<file path="config.mk">
export PLATFORM = sky130hd
export DESIGN_NAME = axis32to8
export DESIGN_NICKNAME = d
export VERILOG_FILES = /design/src/rtl/axis32to8.sv
export SDC_FILE = /design/constraint.sdc
export NUM_CORES = 1
export LEC_CHECK = 0
export BUFFER_PORTS_ARGS = -buffer_cell sky130_fd_sc_hd__buf_2
export CORE_ASPECT_RATIO = 1.4
export CORE_MARGIN = 2
export CORE_UTILIZATION = 56
export CTS_BUF_LIST = sky130_fd_sc_hd__clkbuf_4 sky130_fd_sc_hd__clkbuf_8
export CTS_CLUSTER_SIZE = 10
export DETAILED_ROUTE_END_ITERATION = 7
export PLACE_DENSITY = 0.81
export SETUP_SLACK_MARGIN = 0.3
export SYNTH_ARGS = -nofsm -noshare
export SYNTH_HDL_FRONTEND = slang
export SYNTH_SLANG_ARGS = --single-unit
</file>
<file path="constraint.sdc">
create_clock -name clk -period 4.7 [get_ports clk]
set_clock_uncertainty 0.2 [all_clocks]
set_input_delay 0.235 -clock clk [delete_from_list [all_inputs] [get_ports clk]]
set_output_delay 0.235 -clock clk [all_outputs]
set_load 0.02 [all_outputs]
</file>
<file path="src/rtl/axis32to8.sv">
// 32-bit to 8-bit AXI-Stream width converter: each accepted word is emitted as its
// kept byte lanes, one per cycle, in the lane order chosen by BIG_ENDIAN.
module axis32to8 #(
    parameter bit BIG_ENDIAN = 1'b0
) (
    input  logic        clk,
    input  logic        rstf,
    input  logic [31:0] m_data,
    input  logic [3:0]  m_keep,
    input  logic        m_last,
    input  logic        m_valid,
    output logic        m_ready,
    output logic [7:0]  s_data,
    output logic        s_last,
    output logic        s_valid,
    input  logic        s_ready,
    output logic        drop_err
);

    typedef enum logic {EMPTY, DRAIN} state_t;

    state_t      state;
    logic [31:0] hold;
    logic [3:0]  pend;
    logic        hlast;

    logic [31:0] hold_n;
    logic [3:0]  pend_n;
    logic        hlast_n;
    logic [1:0]  lane_n;
    logic        in_xfer;
    logic        out_xfer;

    // Lane to emit next: lowest pending lane, or highest when BIG_ENDIAN.
    function automatic logic [1:0] pick(input logic [3:0] p);
        logic [1:0] idx;
        idx = '0;
        for (int unsigned i = 0; i < 4; i++) begin
            if (BIG_ENDIAN) begin
                if (p[i]) idx = 2'(i);
            end else begin
                if (p[3 - i]) idx = 2'(3 - i);
            end
        end
        return idx;
    endfunction

    assign m_ready = rstf && ((state == EMPTY) || ($onehot(pend) && s_ready));

    always_comb begin
        in_xfer  = m_valid && m_ready;
        out_xfer = s_valid && s_ready;
        hold_n   = hold;
        pend_n   = pend;
        hlast_n  = hlast;
        if (out_xfer) pend_n = pend & ~(4'b0001 << pick(pend));
        // A load overrides the final-byte clear so back-to-back words have no bubble.
        if (in_xfer) begin
            hold_n  = m_data;
            pend_n  = m_keep;
            hlast_n = m_last;
        end
        lane_n = pick(pend_n);
    end

    // Outputs are registered from next-state values, so they line up with state.
    always_ff @(posedge clk) begin
        if (!rstf) begin
            state    <= EMPTY;
            hold     <= '0;
            pend     <= '0;
            hlast    <= 1'b0;
            s_data   <= '0;
            s_valid  <= 1'b0;
            s_last   <= 1'b0;
            drop_err <= 1'b0;
        end else begin
            hold     <= hold_n;
            pend     <= pend_n;
            hlast    <= hlast_n;
            state    <= (pend_n != '0) ? DRAIN : EMPTY;
            s_valid  <= (pend_n != '0);
            s_data   <= hold_n[{lane_n, 3'b000} +: 8];
            s_last   <= hlast_n && $onehot(pend_n);
            drop_err <= in_xfer && (m_keep == '0) && m_last;
        end
    end

endmodule

</file>
==> reports/results.ini, run 1 <==
[detailed_routing]
drt_iter0_drc = 100
wire_per_inst_um = 15.0
dr.pass1.iters = 4
antenna_left = 0
post-route-drc-count = 0
vias = 2105
wl_um = 5690
drt-vias-per-instance = 5.55

[sta]
rsz0062_at_grt = false
hold_viol_final = 0
fin_ws_ns = 0.650
setup_tns_ns = 0
slew_violations = 0
timing.final.crit_share_pct = 86.2
min_period_ns = 4.05
slew-limit-headroom_pct = 32.8
fmax_mhz = 247
tightest_slew_ns = 1.01
finalSetupViolCount = 0

[floorplan]
die_w_um = 59.6
start_util_pct = 57.7
core_area_um2 = 4200
pin_count = 53
row_count = 28
dieHeight_um = 81.9
die_area_um2 = 4880

[worst_setup_path]
crit_required_ns = 4.75
arrival_ns = 4.10
critPathCaptureType = register
r2r_slack_ns = 0.65
start_kind = register
worstSetupPathType = reg2reg
crit_fanout = 11

[global_routing]
grt_usage_pct = 24.3
grt_max_degree = 31
grt-ovfl-total = 0
antenna_found_initial = 0
grt_pass1_wl_um = 8780
grt_pass1_vias = 1980

[power_and_ir_drop]
vdd_drop_max_mv = 0.265
p_per_area_nw_per_um2 = 329
finalPower_uw = 985
p_leak_uw = 0.00140

[synthesis]
synth_edf_count = 0
synth_flop_cell = dfxtp_1
syn_area_per_cell_um2 = 9.22
netlist_instances = 263
yosys_warnings = 0
synth_area_um2 = 2430
ys_seq_area_share_pct = 39.6
synth_fp_nets = 312
ys_seq_elements = 48
synth_cell_types = 38
ys_async_sr_fraction_pct = 0

[placement]
placed_area_um2 = 2650
gp_congestion = 0.817
dp_slack_ns = 0.583
hpwl_um = 3790
io_buffers = 52

[cts]
cts-root-buf = clkbuf_8
cts_tree = yes
htree_levels = 2
cts_buffer_depth = 2
clk_latency_ns = 0.30
numCtsBuffers = 5
clk_pin_slew_ns = 0.09
cts_resized = 0
cts.sinks = 48

[cells_and_area]
syn2layout_area_growth_pct = 23.4
drive_gt1_share_pct = 25.4
insertedDiodeCount = 0
fillers = 331
final_design_area_no_fill_um2 = 2990
fin_nets = 382

[outcome]
status = completed

[hold_path]
hold_class = in2reg

[run]
maxCapViolCount = 0

[power breakdown]
group          total [uW]  switching, uW  internal [uW]
clock network         294            137            157
logic                 232            131            101
registers             459           18.5            441
total                 985            286            699
[cell families after synthesis]
kind of cell               Yosys count  synth area share (%)
and+or+nand+nor                     90                  17.4
AOI/OAI and AO/OA                   53                  16.7
DFF                                 48                  39.6
muxes                               33                  14.5
buffers and inverters               31                  7.06
adders and majority gates            8                  4.74
[final cells by class]
class,instances,area [um^2],area share (%)
Sequential cell,48,961,32.1
Inverter,17,63.8,2.13
Clock buffer,5,68.8,2.30
Timing Repair Buffer,76,495,16.6
Clock inverter,3,42.5,1.42
Multi-Input combinational cell,185,1310,43.6
Tap cell,45,56.3,1.88
[cell usage after synthesis, types with 2 or more instances]
cell type,instances,area [um^2]
nor2_1,20,75.1
fa_1,2,40.0
buf_2,2,10.0
nand4bb_2,2,32.5
inv_1,17,63.8
o221ai_1,8,70.1
and3_2,2,15.0
a21oi_1,22,110
nand2_1,50,188
nand2b_1,9,56.3
mux2i_1,24,240
o21ai_0,4,20.0
ha_1,6,75.1
buf_6,4,45.0
o211ai_1,9,67.6
mux2_2,8,90.1
clkbuf_1,3,11.3
buf_4,3,22.5
a21boi_4,2,37.5
dfxtp_1,48,961
[worst max-delay path: stages, from the launching register on]
cell and delay, ns:
dfxtp_1 0.40, inv_1 0.09, fa_1 0.54, inv_1 0.04, ha_1 0.17, ha_1 0.28
nand4bb_2 0.36, a21boi_4 0.37, a22oi_2 0.18, fa_1 0.58, inv_1 0.05, ha_1 0.18
ha_1 0.28, nor2_1 0.12, and3_1 0.15
[routing by layer]
layer  wire length [um]  GRT usage [%]  vias to the layer above
li1                   -              -                     1044
met1               2310           27.4                      978
met2               2970           43.6                       71
met3                266           4.57                       12
met4                146           10.2                        0
met5                  0              0                        -
[registers in the layout, indices dropped and copies added, names as in the netlist]
name      cells
drop_err      1
s_last        1
s_valid       1
pend          4
hlast         1
hold         32
s_data        8
[cell usage in the layout, fill, tap and decap left out, types with 8 or more instances in the layout]
| cell type | count |
|---|---|
| a21oi_1 | 22 |
| dlygate4sd3_1 | 22 |
| nand2_1 | 50 |
| buf_2 | 52 |
| mux2_2 | 8 |
| nor2_1 | 20 |
| mux2i_1 | 24 |
| nand2b_1 | 9 |
| dfxtp_1 | 48 |
| o221ai_1 | 8 |
| o211ai_1 | 9 |
| inv_1 | 17 |
[per-stage QoR]
stage	hold WS, ns	instances	utilization, %
floorplan	0.149	263	-
global placement	0.239	348	63.0
detailed placement	0.247	348	63.0
CTS	0.00151	378	70.9
global route	0.0244	379	71.2
finish	0.00950	379	71.2
[what timing repair did]
action	CTS	global route
setup buffers	0	0
endpoints found under the hold margin	23	0
hold buffers	22	0
setup endpoints to repair	0	1
[worst paths after layout]
kind,start,to,depth (start not counted)
worst min register to register,hold[20]$_SDFF_PN0_,hold[20]$_SDFF_PN0_,2
worst min-delay path,m_data[11],hold[11]$_SDFF_PN0_,3
worst max register to register,pend[0]$_SDFF_PN0_,s_last$_SDFF_PN0_,14
worst max-delay path,pend[0]$_SDFF_PN0_,s_last$_SDFF_PN0_,14
Power figures use the tool's default switching activity.
==> run 2: changes to the inputs <==
--- a/config.mk
+++ b/config.mk
@@ -9,9 +9,10 @@
 export CORE_ASPECT_RATIO = 1.4
 export CORE_MARGIN = 2
 export CORE_UTILIZATION = 56
-export CTS_BUF_LIST = sky130_fd_sc_hd__clkbuf_4 sky130_fd_sc_hd__clkbuf_8
+export CTS_BUF_LIST = sky130_fd_sc_hd__clkbuf_2
 export CTS_CLUSTER_SIZE = 10
 export DETAILED_ROUTE_END_ITERATION = 7
+export MAX_ROUTING_LAYER = met4
 export PLACE_DENSITY = 0.81
 export SETUP_SLACK_MARGIN = 0.3
 export SYNTH_ARGS = -nofsm -noshare
==> reports/results.ini, run 2 (synthesis results as in run 1) <==
[cts]
cts.sinks = 48
cts_buffer_depth = 2
cts-root-buf = clkbuf_2
cts_tree = yes
numCtsBuffers = 5
post_cts_buffers = 0
clk_latency_ns = 0.43
htree_levels = 2
clk_pin_slew_ns = 0.25
cts_resized = 0

[power_and_ir_drop]
clockPowerShare_pct = 24.1
power_switching_uw = 287
combPwrFrac_pct = 26.3
p_sw_share_pct = 31.0
p_leak_uw = 0.00146
finalPower_uw = 928
vdd_drop_max_mv = 0.236
seq_power_share_pct = 49.7
power.internal_uw = 641
p_per_area_nw_per_um2 = 297

[global_routing]
antenna_found_initial = 0
grt_max_degree = 31
grt-ovfl-total = 0
grt_pass1_wl_um = 9060
grt_pass1_vias = 2071
grt_usage_pct = 25.5

[floorplan]
dieHeight_um = 81.9
core_area_um2 = 4200
row_count = 28
die_w_um = 59.6
pin_count = 53
die_area_um2 = 4880
start_util_pct = 57.7

[detailed_routing]
wire_per_inst_um = 14.9
post-route-drc-count = 0
vias = 2171
antenna_left = 0
drt-vias-per-instance = 5.48
drt_iter0_drc = 85
dr.pass1.iters = 4
wl_um = 5890

[cells_and_area]
drive_gt1_share_pct = 24.2
instances_no_fill = 396
mostFrequentLayoutCell = buf_2
final_design_area_no_fill_um2 = 3120
final_cell_mix = buf_2, nand2_1, dfxtp_1
fin_nets = 399
syn2layout_area_growth_pct = 28.6
seq_area_um2 = 961
multi_input_area_um2 = 1310
top_register = hold
largest_reg_flops = 32
fillers = 309
utilization_pct = 74.2
insertedDiodeCount = 0
reg_top3 = hold (32), s_data (8), pend (4)

[worst_setup_path]
slowest_stage = fa_1
crit_top_cell = ha_1
max_stage_delay_ns = 0.57
critPathBufInv = 3
cp_top_family = adder cells
rr_worst_depth = 14
crit_required_ns = 4.90
arrival_ns = 4.25
r2r_slack_ns = 0.65
r2r-end = s_last$_SDFF_PN0_
crit_fanout = 11
crit_chain = inv_1 -> fa_1 -> inv_1 -> ha_1 -> ha_1 -> nand4bb_2 -> a21boi_4 -> a22oi_2 -> fa_1 -> inv_1 -> ha_1 -> ha_1 -> nor2_1 -> and3_1
worstSetupPathType = reg2reg
start_kind = register
critPathCaptureType = register
r2r_start = pend[0]$_SDFF_PN0_

[sta]
fmax_mhz = 247
rsz0062_at_grt = false
slew_violations = 0
tightest_slew_ns = 0.970
min_period_ns = 4.05
slew-limit-headroom_pct = 35.3
timing.final.crit_share_pct = 86.2
hold_viol_final = 0
finalSetupViolCount = 0
setup_tns_ns = 0

[placement]
placed_area_um2 = 2650
dp.cells = 348
io_buffers = 52
hpwl_um = 3790
gp_congestion = 0.829

[hold_path]
hold_end = hold[24]$_SDFF_PN0_
hold_class = in2reg
worstHoldStart = m_valid
holdPathStages = 4

[outcome]
status = completed

[run]
maxCapViolCount = 0

## run 2: cell count changes in the layout (fill, tap and decap cells not counted), sizes merged
cell	before	now
dlygate4sd3	22	39
## run 2: power by group through the flow
stage / clock network, uW / registers (uW) / logic, uW
finish: 223 / 461 / 244
global route: 237 / 464 / 266
CTS: 223 / 459 / 239
detailed placement: 0 / 467 / 213
global placement: 0 / 466 / 209
floorplan: 0 / 475 / 154
## run 2: worst max-delay path by stage
stage,from,to,slack (ns),cells past startpoint
after floorplan,pend[0]$_SDFF_PN0_,s_last$_SDFF_PN0_,1.05,15
after global placement,pend[0]$_SDFF_PN0_,s_last$_SDFF_PN0_,0.69,14
after detailed placement,pend[0]$_SDFF_PN0_,s_last$_SDFF_PN0_,0.58,14
after CTS,pend[0]$_SDFF_PN0_,s_last$_SDFF_PN0_,0.50,14
after global routing,pend[1]$_SDFF_PN0_,s_last$_SDFF_PN0_,0.48,15
final,pend[0]$_SDFF_PN0_,s_last$_SDFF_PN0_,0.65,14
## run 2: area by class of cell
type | instances | share of cell area, %
timing repair buffer | 93 | 21.3
clock inverter | 3 | 1.36
inverter | 17 | 2.05
tap | 45 | 1.81
sequential | 48 | 30.8
clock buffer | 5 | 0.802
multi-input combinational | 185 | 41.8
## run 2: layer usage
metal / global-route usage (%) / share of wire, %
met3: 4.72 / 3.9
met1: 27.0 / 41
met2: 45.8 / 53
met4: 10.0 / 2.2
met5: - / 0
## run 2: worst min-delay path, delay by kind of cell
family | cells | cell delay [ns]
AO/OA/AOI/OAI | 2 | 0.26
buffers and inverters | 1 | 0.12
AND/OR/NAND/NOR | 1 | 0.09
## run 2: stage by stage
stage / hold slack [ns] / setup slack [ns]
after floorplan: 0.149 / 1.05
after global placement: 0.239 / 0.694
after detailed placement: 0.247 / 0.583
after CTS: 0.0755 / 0.498
after global routing: 0.0847 / 0.483
final: 0.0916 / 0.650
## run 2: timing repair
item / in CTS / in global routing
endpoints found under the hold margin: 47 / 0
hold buffers: 39 / 0
endpoints found under the setup margin: 0 / 1
==> run 3: changes to the inputs <==
--- a/config.mk
+++ b/config.mk
@@ -6,7 +6,6 @@
 export NUM_CORES = 1
 export LEC_CHECK = 0
 export BUFFER_PORTS_ARGS = -buffer_cell sky130_fd_sc_hd__buf_2
-export CORE_ASPECT_RATIO = 1.4
 export CORE_MARGIN = 2
 export CORE_UTILIZATION = 56
 export CTS_BUF_LIST = sky130_fd_sc_hd__clkbuf_2
==> reports/results.ini, run 3 (synthesis results as in run 1) <==
[hold_path]
hold_class = in2reg
hold_end = pend[2]$_SDFF_PN0_
worstHoldStart = m_keep[2]
holdPathStages = 4

[floorplan]
core_area_um2 = 4090
start_util_pct = 59.4
row_count = 23
pin_count = 53
die_w_um = 69.8
die_area_um2 = 4870
dieHeight_um = 69.8

[cts]
ctsHoldBuffers = 39
post_cts_buffers = 0
cts_buffer_depth = 2
numCtsBuffers = 5
clk_latency_ns = 0.43
htree_levels = 2
cts_resized = 0
cts-root-buf = clkbuf_2
clk_pin_slew_ns = 0.25
cts.sinks = 48
cts_tree = yes

[worst_setup_path]
critPathCaptureType = register
crit_fanout = 12
arrival_ns = 4.15
r2r_start = pend[0]$_SDFF_PN0_
rr_worst_depth = 14
worstSetupPathType = reg2reg
start_kind = register
crit_required_ns = 4.89
r2r-end = s_last$_SDFF_PN0_
r2r_slack_ns = 0.74

[cells_and_area]
seq_area_um2 = 961
fin_nets = 400
final_cell_mix = buf_2, nand2_1, dfxtp_1
multi_input_area_um2 = 1290
mostFrequentLayoutCell = buf_2
drive_gt1_share_pct = 24.4
largest_reg_flops = 32
syn2layout_area_growth_pct = 29.2
top_register = hold
fillers = 290
utilization_pct = 76.7
reg_top3 = hold (32), s_data (8), pend (4)
insertedDiodeCount = 0

[detailed_routing]
wire_per_inst_um = 14.7
wl_um = 5930
drt_iter0_drc = 128
vias = 2134
post-route-drc-count = 0
dr.pass1.iters = 4
drt-vias-per-instance = 5.31
antenna_left = 0

[sta]
fmax_mhz = 253
slew-limit-headroom_pct = 34.0
fin_ws_ns = 0.740
tightest_slew_ns = 0.988
setup_tns_ns = 0
hold_viol_final = 0
finalSetupViolCount = 0
timing.final.crit_share_pct = 84.3
rsz0062_at_grt = false
slew_violations = 0
min_period_ns = 3.96

[power_and_ir_drop]
combPwrFrac_pct = 26.0
power.internal_uw = 646
p_per_area_nw_per_um2 = 299
p_leak_uw = 0.00146
seq_power_share_pct = 49.0
vdd_drop_max_mv = 0.183
p_sw_share_pct = 31.2
power_switching_uw = 292
clockPowerShare_pct = 25.0

[global_routing]
grt_pass1_vias = 2135
grt_usage_pct = 26.2
antenna_found_initial = 0
grt-ovfl-total = 0
grt_pass1_wl_um = 10000
grt_max_degree = 31

[placement]
dp_slack_ns = 0.783
io_buffers = 52
hpwl_um = 3770
gp_congestion = 0.864

[outcome]
status = completed

[run]
maxCapViolCount = 0

run 3: cell count changes in the layout (fill, tap and decap cells not counted):
cell | previous run | this run
buf_4 | 2 | 4
a21boi_2 | 1 | 0
clkinvlp_4 | 1 | 0
clkinv_4 | 0 | 2
clkinv_2 | 1 | 0
run 3: area by class of cell:
type | count | share of cell area [%]
Clock buffer | 5 | 0.798
Sequential cell | 48 | 30.7
Inverter | 17 | 2.04
Timing Repair Buffer | 95 | 21.7
Tap cell | 50 | 2.00
Multi-Input combinational cell | 184 | 41.3
Clock inverter | 3 | 1.52
run 3: metal layers:
layer	share of wire [%]	vias up	GRT usage [%]
met2	49	73	44.8
li1	-	1077	-
met4	1.7	0	7.48
met1	45	968	32.3
met5	0	-	-
met3	4.5	16	3.78
run 3: per-stage QoR:
| stage | cells | power, uW | hold slack [ns] | cell area [um^2] |
|---|---|---|---|---|
| detailed placement | 355 | 683 | 0.247 | 2670 |
| global route | 402 | 981 | 0.0135 | 3130 |
| global placement | 355 | 677 | 0.239 | 2670 |
| CTS | 402 | 937 | 0.0239 | 3130 |
| floorplan | 263 | 630 | 0.149 | 2430 |
| finish | 402 | 938 | 0.0235 | 3130 |
run 3: how the worst max path moves through the flow:
stage	slack, ns	end	cells after the start	from
2_1_floorplan	1.05	s_last$_SDFF_PN0_	15	pend[0]$_SDFF_PN0_
3_3_place_gp	0.89	s_last$_SDFF_PN0_	14	pend[0]$_SDFF_PN0_
3_5_place_dp	0.78	s_last$_SDFF_PN0_	14	pend[1]$_SDFF_PN0_
4_1_cts	0.75	s_last$_SDFF_PN0_	14	pend[1]$_SDFF_PN0_
5_1_grt	0.49	s_last$_SDFF_PN0_	14	pend[1]$_SDFF_PN0_
6_report	0.74	s_last$_SDFF_PN0_	14	pend[0]$_SDFF_PN0_
run 3: worst max-delay path, stage by stage, from the launching register on:
cell	delay, ns
dfxtp_1	0.45
inv_1	0.08
fa_1	0.53
inv_1	0.05
ha_1	0.18
ha_1	0.29
nand4bb_2	0.32
a21boi_4	0.36
a22oi_2	0.17
fa_1	0.57
inv_1	0.05
ha_1	0.17
ha_1	0.26
nor2_1	0.09
and3_1	0.15
run 3: power groups by stage:
stage	clock, uW	combinational (uW)	sequential [uW]
finish	234	244	460
global route	248	269	464
CTS	236	241	459
detailed placement	0	215	467
global placement	0	211	466
floorplan	0	154	475
